===== src/rtl/seq_expect_timer.sv =====
// seq_expect_timer: first-step wait timer; a zero limit never expires
module seq_expect_timer #(
  parameter int TMO_W = 16
) (
  input  logic             clk,
  input  logic             rst_n,
  input  logic             clr_i,
  input  logic             en_i,
  input  logic [TMO_W-1:0] tmo_i,
  output logic             expired_o
);
  logic [TMO_W-1:0] cnt_q, cnt_d;
  assign cnt_d = clr_i ? '0 : en_i ? cnt_q + 1'b1 : cnt_q;
  // expiry fires on the compare that would bring the count up to the limit
  assign expired_o = en_i && (tmo_i != '0) && (cnt_q + 1'b1 == tmo_i);
  // count waited cycles
  always_ff @(posedge clk) begin
    if (!rst_n) cnt_q <= '0;
    else        cnt_q <= cnt_d;
  end
endmodule


===== config.mk =====
export PLATFORM = sky130hd
export DESIGN_NAME = seq_expect_timer
export DESIGN_NICKNAME = d
export VERILOG_FILES = /design/src/rtl/seq_expect_timer.sv
export SDC_FILE = /design/constraint.sdc
export NUM_CORES = 1
export LEC_CHECK = 0
export CORE_MARGIN = 2
export CORE_UTILIZATION = 55
export CTS_BUF_LIST = sky130_fd_sc_hd__clkbuf_8
export DETAILED_ROUTE_END_ITERATION = 8
export PLACE_DENSITY = 0.82
export RECOVER_POWER = 50
export SYNTH_ARGS = -nofsm -noshare
export SYNTH_HDL_FRONTEND = slang
export SYNTH_SLANG_ARGS = --single-unit

===== constraint.sdc =====
create_clock -name clk -period 2.9 [get_ports clk]
set_input_delay 0.87 -clock clk [delete_from_list [all_inputs] [get_ports clk]]
set_output_delay 0.87 -clock clk [all_outputs]
set_load 0.01 [all_outputs]

==> out/metrics.cfg, run 1 <==
[logic_synthesis]
ys_types = 34
syn-num-nets = 177
synth_top_area_share_pct = 25.3
postSynthCellCount = 156
synth_top_area_cell = dfxtp_1
ys_ff_latch = 16
synth.avg_cell_area_um2 = 8.11
yosys_warnings = 0
synth_area_leaders = dfxtp_1 (25%), xnor2_1 (13%), xor2_1 (10%)
synthArstFlopShare_pct = 0
synth_edf_count = 0
synth_area_mm2 = 0.00126
ys_seq_area_share_pct = 25.3
ys.flop_type = dfxtp_1

[grt]
grt.overflow.total = 0
grt_pass1_vias = 1658
antenna_found_initial = 1
grt_pass1_wl_um = 8870
grt_use_total_pct = 47.2
grt_max_degree = 17

[worst_setup_path]
cpMostUsedCell = buf_4
timing.rr.start = cnt_q[8]$_SDFFE_PP0P_
crit_chain = nand3_4 -> nor4_4 -> buf_4 -> buf_4 -> mux2i_1 -> o21ai_0 -> and4b_1 -> buf_2
cp_slowest_cell = dfxtp_1
slowest_delay_ps = 470
arrival_ps = 2420
worstPathMaxFanout = 5
cp-end-kind = output pin
worstSetupStartpointType = flop
reg2reg_depth = 14
reg2reg_slack_ps = 540
worstSetupPathType = reg2out
r2r_end = cnt_q[10]$_SDFFE_PP0P_
timing.critical_path.required_ps = 2030

[route]
vias = 1762
drc_errors = 0
wl_per_cell_um = 28.1
wl_um = 7030
firstDrtPassIters = 6
drtIter0Drc = 180
ant_nets = 0
routed_via_density = 7.05

[floorplan]
dieArea_mm2 = 0.00270
start_util_pct = 57.7
fp.coreArea_mm2 = 0.00219
fp.dieH_um = 52.0
die_w_um = 52.0
io_pins = 21
core.rowCount = 17

[hold_path]
worstHoldPathCells = 2
hold-path-endpoint = cnt_q[1]$_SDFFE_PP0P_
hold_start = cnt_q[1]$_SDFFE_PP0P_
hold_class = reg2reg

[clocking]
root_buffer = clkbuf_8
clockBufferDepth = 2
path_clk_slew_ps = 70
cts_tree = yes
worstSkewPairLatency_ps = 270
numClockSinks = 16
htree_levels = 1
numCtsBuffers = 3

[timing]
tightest_slew_ps = 705
max_freq_mhz = 304
hold_violations = 0
fin_crit_sh_pct = 113
relSlewSlack_pct = 53.0
finalSetupTns_ps = -389
worst_slack_ps = -389
holdWs_ps = 587
min_period_ps = 3290
slew_violations = 0
grt_setup_unrepaired = true
clock_skew_ps = 3.28
finalSetupViolCount = 1

[cells_and_area]
layout_commonest_cell = buf_4
antennaDiodeCount = 0
design_area_mm2 = 0.00213
nets = 244
nFillCells = 34
reg.largest.list = cnt_q x16
drive_gt1_share_pct = 48.6
area_growth_pct = 68.7
largest_reg_flops = 16
top_register = cnt_q
register_area_um2 = 328
multi_input_area_mm2 = 0.00115
final_cell_mix = buf_4 (50), nor2_1 (23), nand2_1 (14), xor2_1 (12), dfxtp_1 (12)
final_cells = 250

[power]
ir_drop_mv = 0.320
pwr-share-comb_pct = 21.3
power_frac_seq_pct = 39.5
pwr-share-clk_pct = 39.2
p_int_mw = 0.399
power_mw = 0.560
power.density_mw_per_mm2 = 263
swShare_pct = 28.9
switching_power_mw = 0.162
leakagePower_nw = 0.885

[placed_design]
post-place-cells = 234
placedInstanceArea_mm2 = 0.00176
gp_congestion = 0.779
io_buffers = 20
dp_hpwl_um = 2700

[run_status]
status = finished with violations
violations = negative setup slack

[run]
drv_cap = 0

[power by group through the flow]
stage / combinational, mW / clock (mW) / sequential (mW)
final: 0.119 / 0.220 / 0.222
after global routing: 0.122 / 0.224 / 0.222
after CTS: 0.0924 / 0.209 / 0.221
after detailed placement: 0.0842 / 0 / 0.227
after global placement: 0.0801 / 0 / 0.226
after floorplan: 0.0331 / 0 / 0.227
[what timing repair did]
| item | in CTS | in global routing |
|---|---|---|
| resized for setup | 72 | 39 |
| hold buffers | 0 | 0 |
| pin swaps | 21 | 24 |
| cloned | 0 | 0 |
| endpoints found under the setup margin | 1 | 1 |
| buffers inserted | 10 | 2 |
[stage by stage]
step	utilization (%)	setup slack, ps
after floorplan	-	93.2
after global placement	80.2	-900
after detailed placement	80.2	-993
after CTS	91.5	-190
after global routing	97.4	-439
final	97.4	-389
[worst max-delay path by stage]
stage / cells after the start / endpoint / slack [ps] / from
floorplan: 6 / expired_o / 90 / tmo_i[3]
global placement: 8 / expired_o / -900 / tmo_i[3]
detailed placement: 8 / expired_o / -990 / tmo_i[3]
CTS: 8 / expired_o / -190 / tmo_i[3]
global route: 9 / expired_o / -440 / cnt_q[0]$_SDFFE_PP0P_
finish: 8 / expired_o / -390 / cnt_q[4]$_SDFFE_PP0P_
[layout make-up]
class,count,area share [%]
Clock buffer,4,2.58
Inverter,4,0.703
Multi-Input combinational cell,127,54.0
Sequential cell,16,15.4
Tap cell,28,1.64
Timing Repair Buffer,71,25.7
[cells by family after synthesis]
group	Yosys count	share of synthesized area (%)
AND/OR/NAND/NOR	76	35.9
XOR/XNOR	34	23.5
flip-flops	16	25.3
buffers and inverters	13	4.06
AO/OA/AOI/OAI	10	5.44
multiplexers	5	3.96
adder cells (fa/ha/maj)	2	1.78
[routing by layer]
layer  vias to the layer above  track usage, %  routed length [µm]
li1                        665               -                   -
met1                       780            51.2                2160
met2                       213            75.7                3040
met3                       104            13.8                 902
met4                         0            37.3                 939
met5                         -               0                   0
[cells in the mapped netlist (all sizes together) (5+ instances only)]
master / instances
nor2: 26
xnor2: 19
dfxtp: 16
xor2: 15
nand2: 14
nand4: 10
nand3: 8
clkbuf: 7
nor4: 7
mux2i: 5
[worst max-delay path: cells and delay by family, from the launching register on]
| family | cells | cell delay [ps] |
|---|---|---|
| simple gates | 3 | 840 |
| flops | 1 | 470 |
| buf+inv | 3 | 460 |
| mux | 1 | 240 |
| compound gates | 1 | 140 |
Note: power is estimated with default switching activity, not from simulation.
==> inputs of run 2 (changes only) <==
--- a/config.mk
+++ b/config.mk
@@ -6,10 +6,10 @@
 export NUM_CORES = 1
 export LEC_CHECK = 0
 export CORE_MARGIN = 2
-export CORE_UTILIZATION = 55
+export CORE_UTILIZATION = 39
 export CTS_BUF_LIST = sky130_fd_sc_hd__clkbuf_8
 export DETAILED_ROUTE_END_ITERATION = 8
-export PLACE_DENSITY = 0.82
+export HOLD_SLACK_MARGIN = 0.15
 export RECOVER_POWER = 50
 export SYNTH_ARGS = -nofsm -noshare
 export SYNTH_HDL_FRONTEND = slang
==> out/metrics.cfg, run 2 (synthesized netlist as in run 1, its figures left out) <==
[worst_setup_path]
cp_num_buf_inv = 2  ; was 3
cp_slowest_cell = a2111o_1  ; was dfxtp_1
worstSetupStartpointType = primary input  ; was flop
arrival_ps = 2210  ; was 2420 ps
cp-end-kind = output pin  ; unchanged
worstPathMaxFanout = 2  ; was 5
timing.critical_path.required_ps = 2030  ; about the same
cp_top_family = simple AND/OR/NAND/NOR gates  ; unchanged
crit_chain = buf_4 -> xnor2_4 -> nand3_1 -> a2111o_1 -> nor3_2 -> and4b_1 -> buf_2  ; was nand3_4 -> nor4_4 -> buf_4 -> buf_4 -> mux2i_1 -> o21ai_0 -> and4b_1 -> buf_2
slowest_delay_ps = 430  ; was 470 ps
worstSetupPathType = in2out  ; was reg2out
reg2reg_slack_ps = 1190  ; was 540 ps

[route]
drc_errors = 0  ; unchanged
vias = 1272  ; was 1762
firstDrtPassIters = 4  ; was 6
drtIter0Drc = 29  ; was 180
routed_via_density = 5.11  ; was 7.05
ant_nets = 0  ; unchanged
wl_per_cell_um = 13.8  ; was 28.1 µm
wl_um = 3440  ; was 7030 µm

[cells_and_area]
nets = 227  ; was 244
top_register = cnt_q  ; unchanged
nFillCells = 267  ; was 34
multi_input_area_mm2 = 0.00104  ; was 0.00115 mm²
reg.largest.list = cnt_q x16  ; unchanged
utilization_pct = 61.8  ; was 97.4%
drive_gt1_share_pct = 36.1  ; was 48.6%
design_area_mm2 = 0.00190  ; was 0.00213 mm²
layout_commonest_cell = buf_4  ; unchanged
largest_reg_flops = 16  ; unchanged
area_growth_pct = 50.4  ; was 68.7%
register_area_um2 = 324  ; was 328 µm²
final_cell_mix = buf_4 (35), nor2_1 (25), nand2_1 (14)  ; was buf_4 (50), nor2_1 (23), nand2_1 (14), xor2_1 (12), dfxtp_1 (12)
antennaDiodeCount = 0  ; unchanged

[power]
power_mw = 0.513  ; was 0.560 mW
ir_drop_mv = 0.204  ; was 0.320 mV
leakagePower_nw = 0.744  ; was 0.885 nW
power.density_mw_per_mm2 = 270  ; was 263 mW/mm²

[timing]
worst_slack_ps = -180  ; was -389 ps
clock_skew_ps = 1.46  ; was 3.28 ps
min_period_ps = 3080  ; was 3290 ps
grt_setup_unrepaired = true  ; unchanged
finalSetupViolCount = 1  ; unchanged
slew_violations = 0  ; unchanged
finalSetupTns_ps = -180  ; was -389 ps
max_freq_mhz = 325  ; was 304 MHz
relSlewSlack_pct = 53.7  ; was 53.0%
fin_crit_sh_pct = 106  ; was 113%
tightest_slew_ps = 695  ; was 705 ps
hold_violations = 0  ; unchanged

[run_status]
status = finished with violations  ; unchanged
violations = negative setup slack  ; unchanged

[grt]
grt_pass1_wl_um = 5720  ; was 8870 µm
use_met1_pct = 25.2  ; was 51.2%
antenna_found_initial = 0  ; was 1
grt.overflow.total = 0  ; unchanged
grt_pass1_vias = 1274  ; was 1658
grt_max_degree = 17  ; unchanged
grt_use_total_pct = 20.9  ; was 47.2%
use_met2_pct = 37.9  ; was 75.7%
grt-busiest-layer = met2  ; unchanged
met3_usage_pct = 2.77  ; was 13.8%

[hold_path]
hold_class = reg2reg  ; unchanged

[floorplan]
dieArea_mm2 = 0.00371  ; was 0.00270 mm²
die_w_um = 61.0  ; was 52.0 µm
core.rowCount = 20  ; was 17
fp.dieH_um = 61.0  ; was 52.0 µm
io_pins = 21  ; unchanged
start_util_pct = 41.1  ; was 57.7%
fp.coreArea_mm2 = 0.00308  ; was 0.00219 mm²

[clocking]
holdBufCountCts = 0  ; unchanged
clockBufferDepth = 2  ; unchanged
worstSkewPairLatency_ps = 250  ; was 270 ps
root_buffer = clkbuf_8  ; unchanged
numClockSinks = 16  ; unchanged
path_clk_slew_ps = 70  ; about the same
numCtsBuffers = 3  ; unchanged
htree_levels = 1  ; unchanged
cts_tree = yes  ; unchanged
postCtsSetupBuffers = 0  ; was 10

[run]
drv_cap = 0  ; unchanged

[placed_design]
dp_hpwl_um = 2590  ; was 2700 µm
io_buffers = 20  ; unchanged
gp_congestion = 0.951  ; was 0.779
placedInstanceArea_mm2 = 0.00174  ; was 0.00176 mm²
dp_slack_ps = -948  ; was -993 ps

-- run 2: cell types whose count changed in the layout (fill, tap and decap cells not counted), sizes merged --
| cell | delta |
|---|---|
| clkdlybuf4s15 | -2 |
| clkbuf | -6 |
| dlygate4sd2 | +8 |
| buf | -17 |
-- run 2: metrics by stage --
stage	hold slack (ps)	std cells
2_1_floorplan	540	156
3_3_place_gp	575	245
3_5_place_dp	583	245
4_1_cts	599	249
5_1_grt	664	249
6_report	601	249
-- run 2: layout make-up --
| class | instances | share of cell area, % |
|---|---|---|
| multi-input cells | 127 | 54.5 |
| repair buffers | 54 | 21.9 |
| clock buffers | 4 | 2.89 |
| flip-flops and latches | 16 | 17.0 |
| inverters | 4 | 0.789 |
| well taps | 44 | 2.89 |
-- run 2: worst paths after layout --
path                          start                endpoint  depth (start not counted)
max reg2reg   cnt_q[2]$_SDFFE_PP0P_  cnt_q[15]$_SDFFE_PP0P_                          7
max                        tmo_i[2]               expired_o                          7
min reg2reg  cnt_q[15]$_SDFFE_PP0P_  cnt_q[15]$_SDFFE_PP0P_                          2
min          cnt_q[15]$_SDFFE_PP0P_  cnt_q[15]$_SDFFE_PP0P_                          2
-- run 2: power by group --
| part | switching [mW] | internal, mW |
|---|---|---|
| clock | 0.0832 | 0.121 |
| sequential | 0.000989 | 0.221 |
| combinational | 0.0418 | 0.0460 |
-- run 2: layer usage --
metal  part of all wire, %  vias to the layer above  routed length (µm)
met4                   1.2                        0                  42
met3                   4.2                        6                 144
li1                      -                      630                   -
met1                    43                      606                1490
met5                     0                        -                   0
met2                    51                       30                1770
-- run 2: repair_timing --
action / 4_1_cts / 5_1_grt
endpoints found under the setup margin: 1 / 1
hold endpoints to repair: 0 / 0
pin swaps: 21 / 4
gates resized for setup: 64 / 9
-- run 2: worst min-delay path: cells and delay by family (launching register included) --
kind / cells / cell delay, ps
xor gates and xnor gates: 1 / 170
DFF: 1 / 350
and+or+nand+nor: 1 / 40
==> inputs of run 3 (changes only) <==
--- a/config.mk
+++ b/config.mk
@@ -5,7 +5,7 @@
 export SDC_FILE = /design/constraint.sdc
 export NUM_CORES = 1
 export LEC_CHECK = 0
-export CORE_MARGIN = 2
+export CORE_MARGIN = 4
 export CORE_UTILIZATION = 39
 export CTS_BUF_LIST = sky130_fd_sc_hd__clkbuf_8
 export DETAILED_ROUTE_END_ITERATION = 8
==> out/metrics.cfg, run 3 (synthesized netlist as in run 1, its figures left out) <==
[worst_setup_path]
cp-end-kind = output pin  ; unchanged
slowest_delay_ps = 380  ; was 430 ps
timing.critical_path.required_ps = 2030  ; about the same
worstSetupPathType = in2out  ; unchanged
crit_chain = buf_4 -> xor2_2 -> nor2_2 -> nand4_1 -> a2111o_1 -> nor3_2 -> and4b_1 -> buf_2  ; was buf_4 -> xnor2_4 -> nand3_1 -> a2111o_1 -> nor3_2 -> and4b_1 -> buf_2
worstPathMaxFanout = 2  ; unchanged
cp_slowest_cell = a2111o_1  ; unchanged
worstSetupStartpointType = primary input  ; unchanged
cp_num_buf_inv = 2  ; unchanged
arrival_ps = 2180  ; was 2210 ps
cp_top_family = simple AND/OR/NAND/NOR gates  ; unchanged

[run_status]
violations = negative setup slack  ; unchanged
status = finished with violations  ; unchanged

[grt]
grt_pass1_wl_um = 5770  ; was 5720 µm
grt.overflow.total = 0  ; unchanged
use_met1_pct = 20.9  ; was 25.2%
grt_max_degree = 17  ; unchanged
use_met2_pct = 30.7  ; was 37.9%
grt_use_total_pct = 17.3  ; was 20.9%
grt-busiest-layer = met2  ; unchanged
antenna_found_initial = 0  ; unchanged
grt_pass1_vias = 1270  ; was 1274
met3_usage_pct = 3.47  ; was 2.77%

[power]
ir_drop_mv = 0.178  ; was 0.204 mV
power.density_mw_per_mm2 = 247  ; was 270 mW/mm²
leakagePower_nw = 0.778  ; was 0.744 nW

[floorplan]
die_w_um = 65.0  ; was 61.0 µm
core.rowCount = 20  ; unchanged
dieArea_mm2 = 0.00422  ; was 0.00371 mm²
fp.coreArea_mm2 = 0.00308  ; unchanged
io_pins = 21  ; unchanged
start_util_pct = 41.1  ; unchanged
fp.dieH_um = 65.0  ; was 61.0 µm

[clocking]
path_clk_slew_ps = 60  ; was 70 ps
cts_tree = yes  ; unchanged
clockBufferDepth = 2  ; unchanged
numCtsBuffers = 3  ; unchanged
numClockSinks = 16  ; unchanged
root_buffer = clkbuf_8  ; unchanged
holdBufCountCts = 0  ; unchanged
htree_levels = 1  ; unchanged
worstSkewPairLatency_ps = 240  ; was 250 ps

[timing]
max_freq_mhz = 327  ; was 325 MHz
clock_skew_ps = 1.24  ; was 1.46 ps
fin_crit_sh_pct = 105  ; was 106%
relSlewSlack_pct = 53.0  ; was 53.7%
min_period_ps = 3050  ; was 3080 ps
finalSetupTns_ps = -153  ; was -180 ps
grt_setup_unrepaired = true  ; unchanged
finalSetupViolCount = 1  ; unchanged
hold_violations = 0  ; unchanged
slew_violations = 0  ; unchanged
worst_slack_ps = -153  ; was -180 ps
holdWs_ps = 608  ; was 601 ps
tightest_slew_ps = 705  ; was 695 ps

[cells_and_area]
layout_commonest_cell = buf_4  ; unchanged
nets = 231  ; was 227
largest_reg_flops = 16  ; unchanged
reg.largest.list = cnt_q x16  ; unchanged
final_cell_mix = buf_4 (38), nor2_1 (24), nand2_1 (14), dfxtp_1 (13)  ; was buf_4 (35), nor2_1 (25), nand2_1 (14)
antennaDiodeCount = 0  ; unchanged
design_area_mm2 = 0.00199  ; was 0.00190 mm²
top_register = cnt_q  ; unchanged
area_growth_pct = 57.0  ; was 50.4%
drive_gt1_share_pct = 46.2  ; was 36.1%

[route]
ant_nets = 0  ; unchanged
wl_per_cell_um = 13.8  ; about the same
wl_um = 3480  ; was 3440 µm
firstDrtPassIters = 4  ; unchanged
routed_via_density = 5.00  ; was 5.11
drc_errors = 0  ; unchanged
vias = 1260  ; was 1272
drtIter0Drc = 38  ; was 29

[placed_design]
io_buffers = 20  ; unchanged
dp_hpwl_um = 2550  ; was 2590 µm
placedInstanceArea_mm2 = 0.00175  ; was 0.00174 mm²
gp_congestion = 0.865  ; was 0.951

[hold_path]
hold_class = reg2reg  ; unchanged

[run]
drv_cap = 0  ; unchanged

==> run 3: changes by cell type in the layout (fill, tap and decap cells not counted), sizes merged <==
cell,delta
buf,+4
clkbuf,+6
dlygate4sd2,-7
==> run 3: worst min-delay path, stage by stage (launching register included) <==
cell and delay (ps):
dfxtp_1 370, xnor2_1 170, nor2_1 30
==> run 3: area by class of cell <==
class,count,area (µm²)
sequential,16,324
clock buffer,3,41.3
timing repair buffer,58,440
inverter,4,15.0
tap,44,55.1
multi-input combinational,127,1110
fill,249,1090
==> run 3: power by group <==
group | total (mW) | internal, mW | switching, mW
logic | 0.100 | 0.0535 | 0.0468
registers | 0.222 | 0.221 | 0.00104
clock network | 0.168 | 0.0920 | 0.0760
total | 0.490 | 0.366 | 0.124
==> run 3: what timing repair did <==
item                                    CTS  global route
resized for setup                        62            43
buffers inserted                          0             2
endpoints found under the setup margin    1             1
cloned                                    0             0
pin swaps                                24            17
==> run 3: metrics by stage <==
stage / power, mW / worst slack, ps / cells / utilization, %
after floorplan: 0.260 / 93.2 / 156 / -
after global placement: 0.309 / -915 / 247 / 57.0
after detailed placement: 0.310 / -947 / 247 / 57.0
after CTS: 0.482 / -170 / 250 / 60.2
after global routing: 0.514 / -234 / 252 / 64.5
final: 0.490 / -153 / 252 / 64.5
==> run 3: final timing paths <==
| check | from | end | slack (ps) | cells past startpoint |
|---|---|---|---|---|
| max | tmo_i[1] | expired_o | -150 | 8 |
| min | cnt_q[15]$_SDFFE_PP0P_ | cnt_q[15]$_SDFFE_PP0P_ | 610 | 2 |
| max reg2reg | cnt_q[2]$_SDFFE_PP0P_ | cnt_q[15]$_SDFFE_PP0P_ | 1230 | 7 |
| min reg2reg | cnt_q[15]$_SDFFE_PP0P_ | cnt_q[15]$_SDFFE_PP0P_ | 610 | 2 |
==> run 3: metal layers <==
| metal | routed length, µm | up-vias |
|---|---|---|
| li1 | - | 639 |
| met1 | 1550 | 596 |
| met2 | 1780 | 19 |
| met3 | 100 | 6 |
| met4 | 57 | 0 |
| met5 | 0 | - |
